### src/rtl/twisted_ring_counter.sv
// twisted_ring_counter
// Parametrised shift-register counter.
// - mode = 0: one-hot ring counter with period WIDTH.
// - mode = 1: Johnson (twisted-ring) counter with period 2*WIDTH.
// Features: count enable, up/down direction, parallel load, a decoded
// sequence index, a wrap pulse and an illegal-word error pulse.
// Optional feature macro: TRC_SELF_CORRECT_EN. When it is defined, illegal
// words are replaced by the start state and err pulses. When it is
// undefined, illegal words shift verbatim and err stays low.
module twisted_ring_counter #(
    parameter int WIDTH = 4,
    parameter int IW    = $clog2(2 * WIDTH)
) (
    input  logic             clk,
    input  logic             reset,
    input  logic             en,
    input  logic             mode,
    input  logic             dir,
    input  logic             load,
    input  logic [WIDTH-1:0] load_val,
    output logic [WIDTH-1:0] q,
    output logic [IW-1:0]    idx,
    output logic             wrap,
    output logic             err
);

    // ------------------------------------------------------------------
    // Helper functions
    // ------------------------------------------------------------------

    // Start state (sequence position 0) of the given mode.
    // Ring starts at 0...01; Johnson starts at all zeros.
    function automatic logic [WIDTH-1:0] start_state(input logic m);
        logic [WIDTH-1:0] s;
        s = {WIDTH{1'b0}};
        if (m == 1'b0) begin
            s[0] = 1'b1;
        end else begin
            s[0] = 1'b0;
        end
        return s;
    endfunction

    // Number of set bits in a word.
    function automatic int unsigned popcount(input logic [WIDTH-1:0] v);
        int unsigned c;
        c = 32'd0;
        for (int i = 0; i < WIDTH; i++) begin
            c = c + 32'(v[i]);
        end
        return c;
    endfunction

    // Number of adjacent-bit transitions across v[WIDTH-1:0].
    function automatic int unsigned transitions(input logic [WIDTH-1:0] v);
        int unsigned c;
        c = 32'd0;
        for (int i = 0; i < WIDTH - 1; i++) begin
            c = c + 32'(v[i] ^ v[i+1]);
        end
        return c;
    endfunction

    // A ring word is legal when exactly one bit is set.
    // A Johnson word is legal when it has at most one adjacent-bit transition.
    function automatic logic word_legal(input logic [WIDTH-1:0] v, input logic m);
        logic ok;
        if (m == 1'b0) begin
            ok = (popcount(v) == 32'd1);
        end else begin
            ok = (transitions(v) <= 32'd1);
        end
        return ok;
    endfunction

    // One step of the shift rule for the given mode and direction.
    // Up shifts toward the MSB; down shifts toward the LSB.
    // Johnson mode feeds back the inverted bit that leaves the register.
    function automatic logic [WIDTH-1:0] step_word(input logic [WIDTH-1:0] v,
                                                   input logic m,
                                                   input logic d);
        logic [WIDTH-1:0] n;
        case ({m, d})
            2'b00:   n = {v[WIDTH-2:0], v[WIDTH-1]};
            2'b01:   n = {v[0], v[WIDTH-1:1]};
            2'b10:   n = {v[WIDTH-2:0], ~v[WIDTH-1]};
            2'b11:   n = {~v[0], v[WIDTH-1:1]};
            default: n = v;
        endcase
        return n;
    endfunction

    // Decode the sequence position of a word; illegal words decode to 0.
    // For Johnson words, the filling half of the sequence (q[0] set, or
    // all zeros) is counted up by popcount. The draining half is counted
    // back from 2*WIDTH.
    function automatic logic [IW-1:0] decode_idx(input logic [WIDTH-1:0] v,
                                                 input logic m);
        logic [IW-1:0] r;
        int unsigned   pc;
        r  = {IW{1'b0}};
        pc = popcount(v);
        if (!word_legal(v, m)) begin
            r = {IW{1'b0}};
        end else if (m == 1'b0) begin
            for (int i = 0; i < WIDTH; i++) begin
                if (v[i]) begin
                    r = IW'(i);
                end else begin
                    r = r;
                end
            end
        end else if (v[0] || (pc == 32'd0)) begin
            r = IW'(pc);
        end else begin
            r = IW'(32'(2 * WIDTH) - pc);
        end
        return r;
    endfunction

    // ------------------------------------------------------------------
    // State
    // ------------------------------------------------------------------
    logic [WIDTH-1:0] q_q,    q_d;
    logic             mode_q, mode_d;
    logic             wrap_q, wrap_d;
    logic             err_q,  err_d;
    logic [WIDTH-1:0] stepped_s;

    assign stepped_s = step_word(q_q, mode_q, dir);

    // Next-state selection.
    // Priority: load > mode change > enabled step > hold.
    // Reset is applied in the register block.
    always_comb begin
        q_d    = q_q;
        mode_d = mode_q;
        wrap_d = 1'b0;
        err_d  = 1'b0;
        if (load) begin
            mode_d = mode;
`ifdef TRC_SELF_CORRECT_EN
            if (word_legal(load_val, mode)) begin
                q_d = load_val;
            end else begin
                q_d   = start_state(mode);
                err_d = 1'b1;
            end
`else
            q_d = load_val;
`endif
        end else if (mode != mode_q) begin
            // A mode switch restarts the new sequence; it never counts as a wrap.
            q_d    = start_state(mode);
            mode_d = mode;
        end else if (en) begin
`ifdef TRC_SELF_CORRECT_EN
            if (word_legal(q_q, mode_q)) begin
                q_d    = stepped_s;
                wrap_d = (stepped_s == start_state(mode_q));
            end else begin
                q_d   = start_state(mode_q);
                err_d = 1'b1;
            end
`else
            // Illegal words never step onto the start state, so this
            // compare only fires for a genuine wrap.
            q_d    = stepped_s;
            wrap_d = (stepped_s == start_state(mode_q));
`endif
        end else begin
            q_d = q_q;
        end
    end

    // State register.
    // Synchronous reset returns to the start state of the mode sampled
    // on that edge.
    always_ff @(posedge clk) begin
        if (reset) begin
            q_q    <= start_state(mode);
            mode_q <= mode;
            wrap_q <= 1'b0;
            err_q  <= 1'b0;
        end else begin
            q_q    <= q_d;
            mode_q <= mode_d;
            wrap_q <= wrap_d;
            err_q  <= err_d;
        end
    end

    assign q    = q_q;
    assign wrap = wrap_q;
    assign err  = err_q;
    assign idx  = decode_idx(q_q, mode_q);

endmodule

### config.mk
export PLATFORM = sky130hd
export DESIGN_NAME = twisted_ring_counter
export DESIGN_NICKNAME = d
export VERILOG_FILES = /design/src/rtl/twisted_ring_counter.sv
export SDC_FILE = /design/constraint.sdc
export NUM_CORES = 1
export LEC_CHECK = 0
export CORE_UTILIZATION = 46
export DETAILED_ROUTE_END_ITERATION = 8
export PLACE_DENSITY = 0.77
export SYNTH_ARGS = -nofsm -noshare
export SYNTH_HDL_FRONTEND = slang
export SYNTH_SLANG_ARGS = --single-unit
### constraint.sdc
create_clock -name clk -period 3.8 [get_ports clk]
set_clock_uncertainty 0.05 [all_clocks]
set_input_delay 1.14 -clock clk [delete_from_list [all_inputs] [get_ports clk]]
set_output_delay 1.14 -clock clk [all_outputs]
set_load 0.05 [all_outputs]
After elaboration in Yosys (flattened, before gate mapping)
Cells that the tools add are included.
{"block": "op_classes", "add_sub_neg": 6, "n_lt_le_gt_ge": 1, "eq_ne": 6, "muxes": 20, "bitwise": 6, "n_reduce_logical": 7}
{"operator": "$logic_not 32->1", "count": 1}
{"operator": "$pmux 4 s4", "count": 1}
{"operator": "$mux 3", "count": 5}
{"operator": "$mux 4", "count": 3}
{"operator": "$mux 1", "count": 11}
{"operator": "$add 2x1->3", "count": 2}
{"operator": "$reduce_bool 3->1", "count": 2}
{"operator": "$add 1x1->2", "count": 2}
{"operator": "$add 3x1->4", "count": 1}
{"operator": "$eq 2x2->1 const B", "count": 2}
{"operator": "$eq 4x1->1", "count": 1}
{"operator": "$eq 4x1->1 const B", "count": 1}
{"operator": "$reduce_bool 4->1", "count": 1}
{"operator": "$reduce_or 4->1", "count": 1}
{"operator": "$le 3x1->1 const B", "count": 1}
{"operator": "$not 1->1", "count": 3}
{"operator": "$sub 1x3->3 const A", "count": 1}
{"operator": "$xor 1x1->1", "count": 3}
{"operator": "$eq 2x1->1 const B", "count": 1}
{"operator": "$logic_not 2->1", "count": 1}
{"operator": "$logic_or 1x1->1", "count": 1}
{"operator": "$ne 1x1->1", "count": 1}
{"block": "word_totals", "reg_bits": 6, "output_inout_bits": 9, "word_cells": 50}

Longest topological paths before layout
{"block": "logic_depth", "depth_word": 8, "mapped_depth": 12, "mapped_depth_nobuf": 11}

Worst setup path before layout
OpenSTA, ideal clock, no wires.
{"block": "synth_path", "path_type": "register to output", "startpoint": "reg q_q[0] (netlist: q[0])", "endpoint": "out idx[1]", "arrival_time_ns": 3.742, "path_slack_ns": -1.132, "stages_incl_launch_ff": 12, "path_buffers": 1, "cell_sequence": "edfxtp_1 > buf_2 > inv_1 > fa_1 > inv_1 > ha_1 > ha_1 > inv_1 > ha_1 > ha_1 > o311a_1 > nor3_1"}
{"block": "synth_between", "elab_chain_len": 8, "word_cells_on_any_way": 15, "classes_between": "6 x add/sub; 1 x order compare; 1 x eq/ne; 4 x mux; 1 x bitwise; 2 x reduce/logical"}
{"element": "start, declared", "line_no": "124", "text": "logic [WIDTH-1:0] q_q, q_d;"}
{"element": "start signal, assigned", "line_no": "181", "text": "q_q <= start_state(mode);"}
{"element": "start signal, assigned", "line_no": "186", "text": "q_q <= q_d;"}
{"element": "$add 1x1->2", "line_no": "49", "text": "c = c + 32'(v[i]);"}
{"element": "$add 2x1->3", "line_no": "49"}
{"element": "$add 3x1->4", "line_no": "49"}
{"element": "$logic_not 32->1", "line_no": "113", "text": "end else if (v[0] || (pc == 32'd0)) begin"}
{"element": "$logic_or 1x1->1", "line_no": "113"}
{"element": "$mux 3", "line_no": "113"}
{"element": "$mux 3", "line_no": "105", "text": "end else if (m == 1'b0) begin"}
{"element": "$mux 3 (*)", "line_no": "103", "text": "if (!word_legal(v, m)) begin"}
{"element": "end, declared", "line_no": "22", "text": "output logic [IW-1:0] idx,"}
Mark *: on every way between the ends. The rest lies on a longest branch, timed or not.

Worst setup path in the final report
{"block": "layout_path", "startpoint": "reg q_q[3] (netlist: q[3])", "endpoint": "out idx[1]"}
{"block": "layout_between", "elab_chain_len": 6, "word_cells_on_any_way": 13, "classes_between": "3 x add/sub; 1 x order compare; 1 x eq/ne; 5 x mux; 1 x bitwise; 2 x reduce/logical"}
{"element": "$add 3x1->4", "line_no": "49"}
{"element": "$logic_not 32->1", "line_no": "113"}
{"element": "$logic_or 1x1->1", "line_no": "113"}
{"element": "$mux 3", "line_no": "113"}
{"element": "$mux 3", "line_no": "105"}
{"element": "$mux 3 (*)", "line_no": "103"}
Marked as above.

==> impl_results.md <==
* Die height at 40.64 um
* IO Port Bufs at 17
* PwrDens at 369.9 mW/mm^2
* Vias per cell at 5.475
* Hold crit path type: reg2reg
* First-pass iteration count of the detailed router at 4
* Synthesized Nets at 106
* N_diodes at 0
* Routed wire length at 1.446 mm
* DP Cell Count at 115
* Leak at 0.4037 nW
* Seq/Total Area, Yosys at 0.2040
* I/O pins at 19
* Least-Margin Pin Slew at 0.5680 ns
* Tcrit/Tclk final at 1.009
* Crit. End Element: output pin
* Via count at 657
* CTS Hold Buffers Added at 0
* Cells on worst reg2reg path at 3
* RSZ-0062 raised after global routing: yes
* Clock Path Buffers at 2
* Yosys cell types at 35
* Cell count after synthesis at 86
* Antenna violations before repair at 0
* Finished Cell Area at 0.001041 sq mm
* Setup violations, final at 1
* Nets at 126
* CTS sink count at 6
* Crit path launch type: flip-flop
* Final setup margin at -0.03275 ns
* First-pass GRT wire length at 2.056 mm
* Warnings, synthesis at 0
* Min Clock Period, post-route at 3.833 ns
* Fraction of layout instances using a drive strength above 1 at 0.2571
* Root buffer cell: clkbuf_4
* Placer Congestion at 0.7035
* Largest net degree at the start of global routing at 13
* # Max-Cap Violations at 0
* Fin. Hold Viols at 0
* Core box area at 0.001350 sq mm
* Placed Area at 985.9 sq um
* CTS tree: yes
* Clk Latency, worst-skew pair at 0.25 ns
* Post-DP HPWL at 1.169 mm
* FP Rows at 13
* Seq cells post-synth at 6
* Reg-to-reg endpoint: q[3]$_SDFFE_PP0P_
* Mapped cell area at 686.9 sq um
* Status: complete, but fails checks
* Clock buffer count from CTS at 3
* Peak VDD IR at 0.0002211 V
* Critical Path AT at 2.64 ns
* DRC Markers at 0
* Clk slew on worst S/H paths at 0.05 ns
* Total gr overflow at 0
* P&R area growth vs syn at 51.55%
* Initial drt markers at 8
* Die ar. at 0.001652 sq mm
* Slew Viols, Final at 0
* CTS H-tree lvls at 1
* R2r startpoint: mode_q$_DFFE_PP_
* Syn Area/Cell at 7.987 sq um
* Vias in the first global route at 528
* Post-route non-filler standard cell count at 120
* Die X at 40.64 um
* Failing checks: negative setup slack
* Max-Slew Margin vs Limit at 0.6213
* Worst EP required at 2.61 ns
* Critical path class: reg2out
* Reg-to-reg slack, setup at 2.16 ns
* Tot GR Track Use at 0.1930
* Peak Freq at 0.2609 GHz
* Critical Path Sink: idx[1]
* Avg WL per Cell at 12.05 um
* Post-DRT Antenna Nets at 0
* Starting Density at 0.5088
* Worst Setup SP: q[3]$_SDFFE_PP0P_
* Critical path fanouts, max at 4
==> cells in the mapped netlist (all sizes together) <==
master,instances,area [sq um]
nand3b,2,15.01
nor2b,1,6.260
o2bb2ai,1,8.760
nand2b,2,12.51
nand2,8,30.03
o2111ai,1,8.760
and2,1,6.260
nor3,2,10.01
nor3b,3,27.52
edfxtp,2,60.06
a31oi,1,6.260
xor2,2,17.52
nor4b,1,8.760
a21oi,2,10.01
o21ai,3,15.01
nand3,2,10.01
buf,5,30.02
inv,12,45.04
dfxtp,4,80.08
mux2,2,22.52
clkbuf,1,3.750
ha,9,112.6
conb,1,3.750
o311a,1,10.01
xnor2,2,17.52
o211ai,2,15.01
o31ai,1,12.51
nor2,7,26.28
fa,1,20.02
a211oi,1,7.510
a32o,1,10.01
a221oi,2,17.52
==> layer usage <==
layer / global-route usage / up-vias / part of all wire
met2: 0.3730 / 19 / 0.55
met5: 0 / - / 0
met1: 0.2027 / 302 / 0.41
li1: - / 332 / -
met4: 0.07500 / 0 / 0.011
met3: 0.03261 / 4 / 0.030
==> sequential cells by signal, indices dropped and copies added (netlist names) <==
name    cells
q           4
mode_q      1
wrap        1
==> worst min-delay path by stage <==
stage,depth (start not counted),startpoint,endpoint
2_1_floorplan,2,q[1]$_SDFFE_PP0P_,q[1]$_SDFFE_PP0P_
3_3_place_gp,2,q[2]$_SDFFE_PP0P_,q[2]$_SDFFE_PP0P_
3_5_place_dp,2,q[2]$_SDFFE_PP0P_,q[2]$_SDFFE_PP0P_
4_1_cts,2,q[2]$_SDFFE_PP0P_,q[2]$_SDFFE_PP0P_
5_1_grt,2,q[2]$_SDFFE_PP0P_,q[2]$_SDFFE_PP0P_
6_report,2,q[2]$_SDFFE_PP0P_,q[2]$_SDFFE_PP0P_
==> power breakdown <==
part           internal, W   total, W  switching, W
logic             0.000111   0.000241      0.000130
clock network    0.0000398  0.0000641     0.0000243
registers        0.0000723  0.0000801    0.00000775
total             0.000223   0.000385      0.000162
==> stage by stage <==
stage	hold WS (ns)	setup slack (ns)	total power (W)	util	TNS (ns)
floorplan	0.6131	-0.3707	0.0002420	-	-0.5268
global placement	0.5730	0.1663	0.0003073	0.7303	0
detailed placement	0.5799	0.1333	0.0003118	0.7303	0
CTS	0.5862	-0.04049	0.0003778	0.7553	-0.04049
global route	0.6009	-0.1138	0.0004143	0.7711	-0.1614
finish	0.5860	-0.03275	0.0003851	0.7711	-0.03275
==> logic make-up (layout without fill, tap and decap cells) <==
group	count (synthesis)	count (layout)	share of synthesized area
AOI/OAI and AO/OA	16	16	0.1767
xor gates and xnor gates	4	4	0.05101
adders and majority gates	10	10	0.1931
buffers and inverters	18	37	0.1147
DFF	6	6	0.2040
muxes	2	2	0.03278
other	1	1	0.005459
and+or+nand+nor	29	29	0.2222
==> layout by cell type, fill, tap and decap left out, types with 3 or more instances in the layout <==
cell type / synthesis / final
clkdlybuf4s50_1: 0 / 14
inv_1: 12 / 9
nand2_1: 8 / 8
nor2_1: 7 / 7
ha_1: 9 / 4
ha_4: 0 / 4
buf_4: 2 / 4
clkbuf_4: 0 / 3
buf_12: 0 / 3
==> repair_timing <==
action                     in CTS  in global routing
resized for setup               1                  2
setup endpoints to repair       1                  3
hold endpoints to repair        0                  0
pin swaps                       3                  0
setup buffers                   1                  0
==> critical path, stage by stage, from the launching register on <==
cell and delay [ns]:
dfxtp_2 0.33, inv_2 0.04, fa_1 0.52, inv_1 0.04
ha_2 0.17, ha_4 0.28, inv_4 0.05, ha_4 0.15
ha_4 0.16, o311a_1 0.32, nor3_4 0.16, buf_12 0.16
==> cell type report <==
| cell class | count | area (sq um) |
|---|---|---|
| clock buffers | 4 | 26.28 |
| repair buffers | 21 | 230.2 |
| multi-input cells | 62 | 575.6 |
| flip-flops and latches | 6 | 142.6 |
| fillers | 103 | 309.0 |
| inverters | 12 | 47.55 |
| well taps | 15 | 18.77 |
Power figures use the tool's default switching activity.
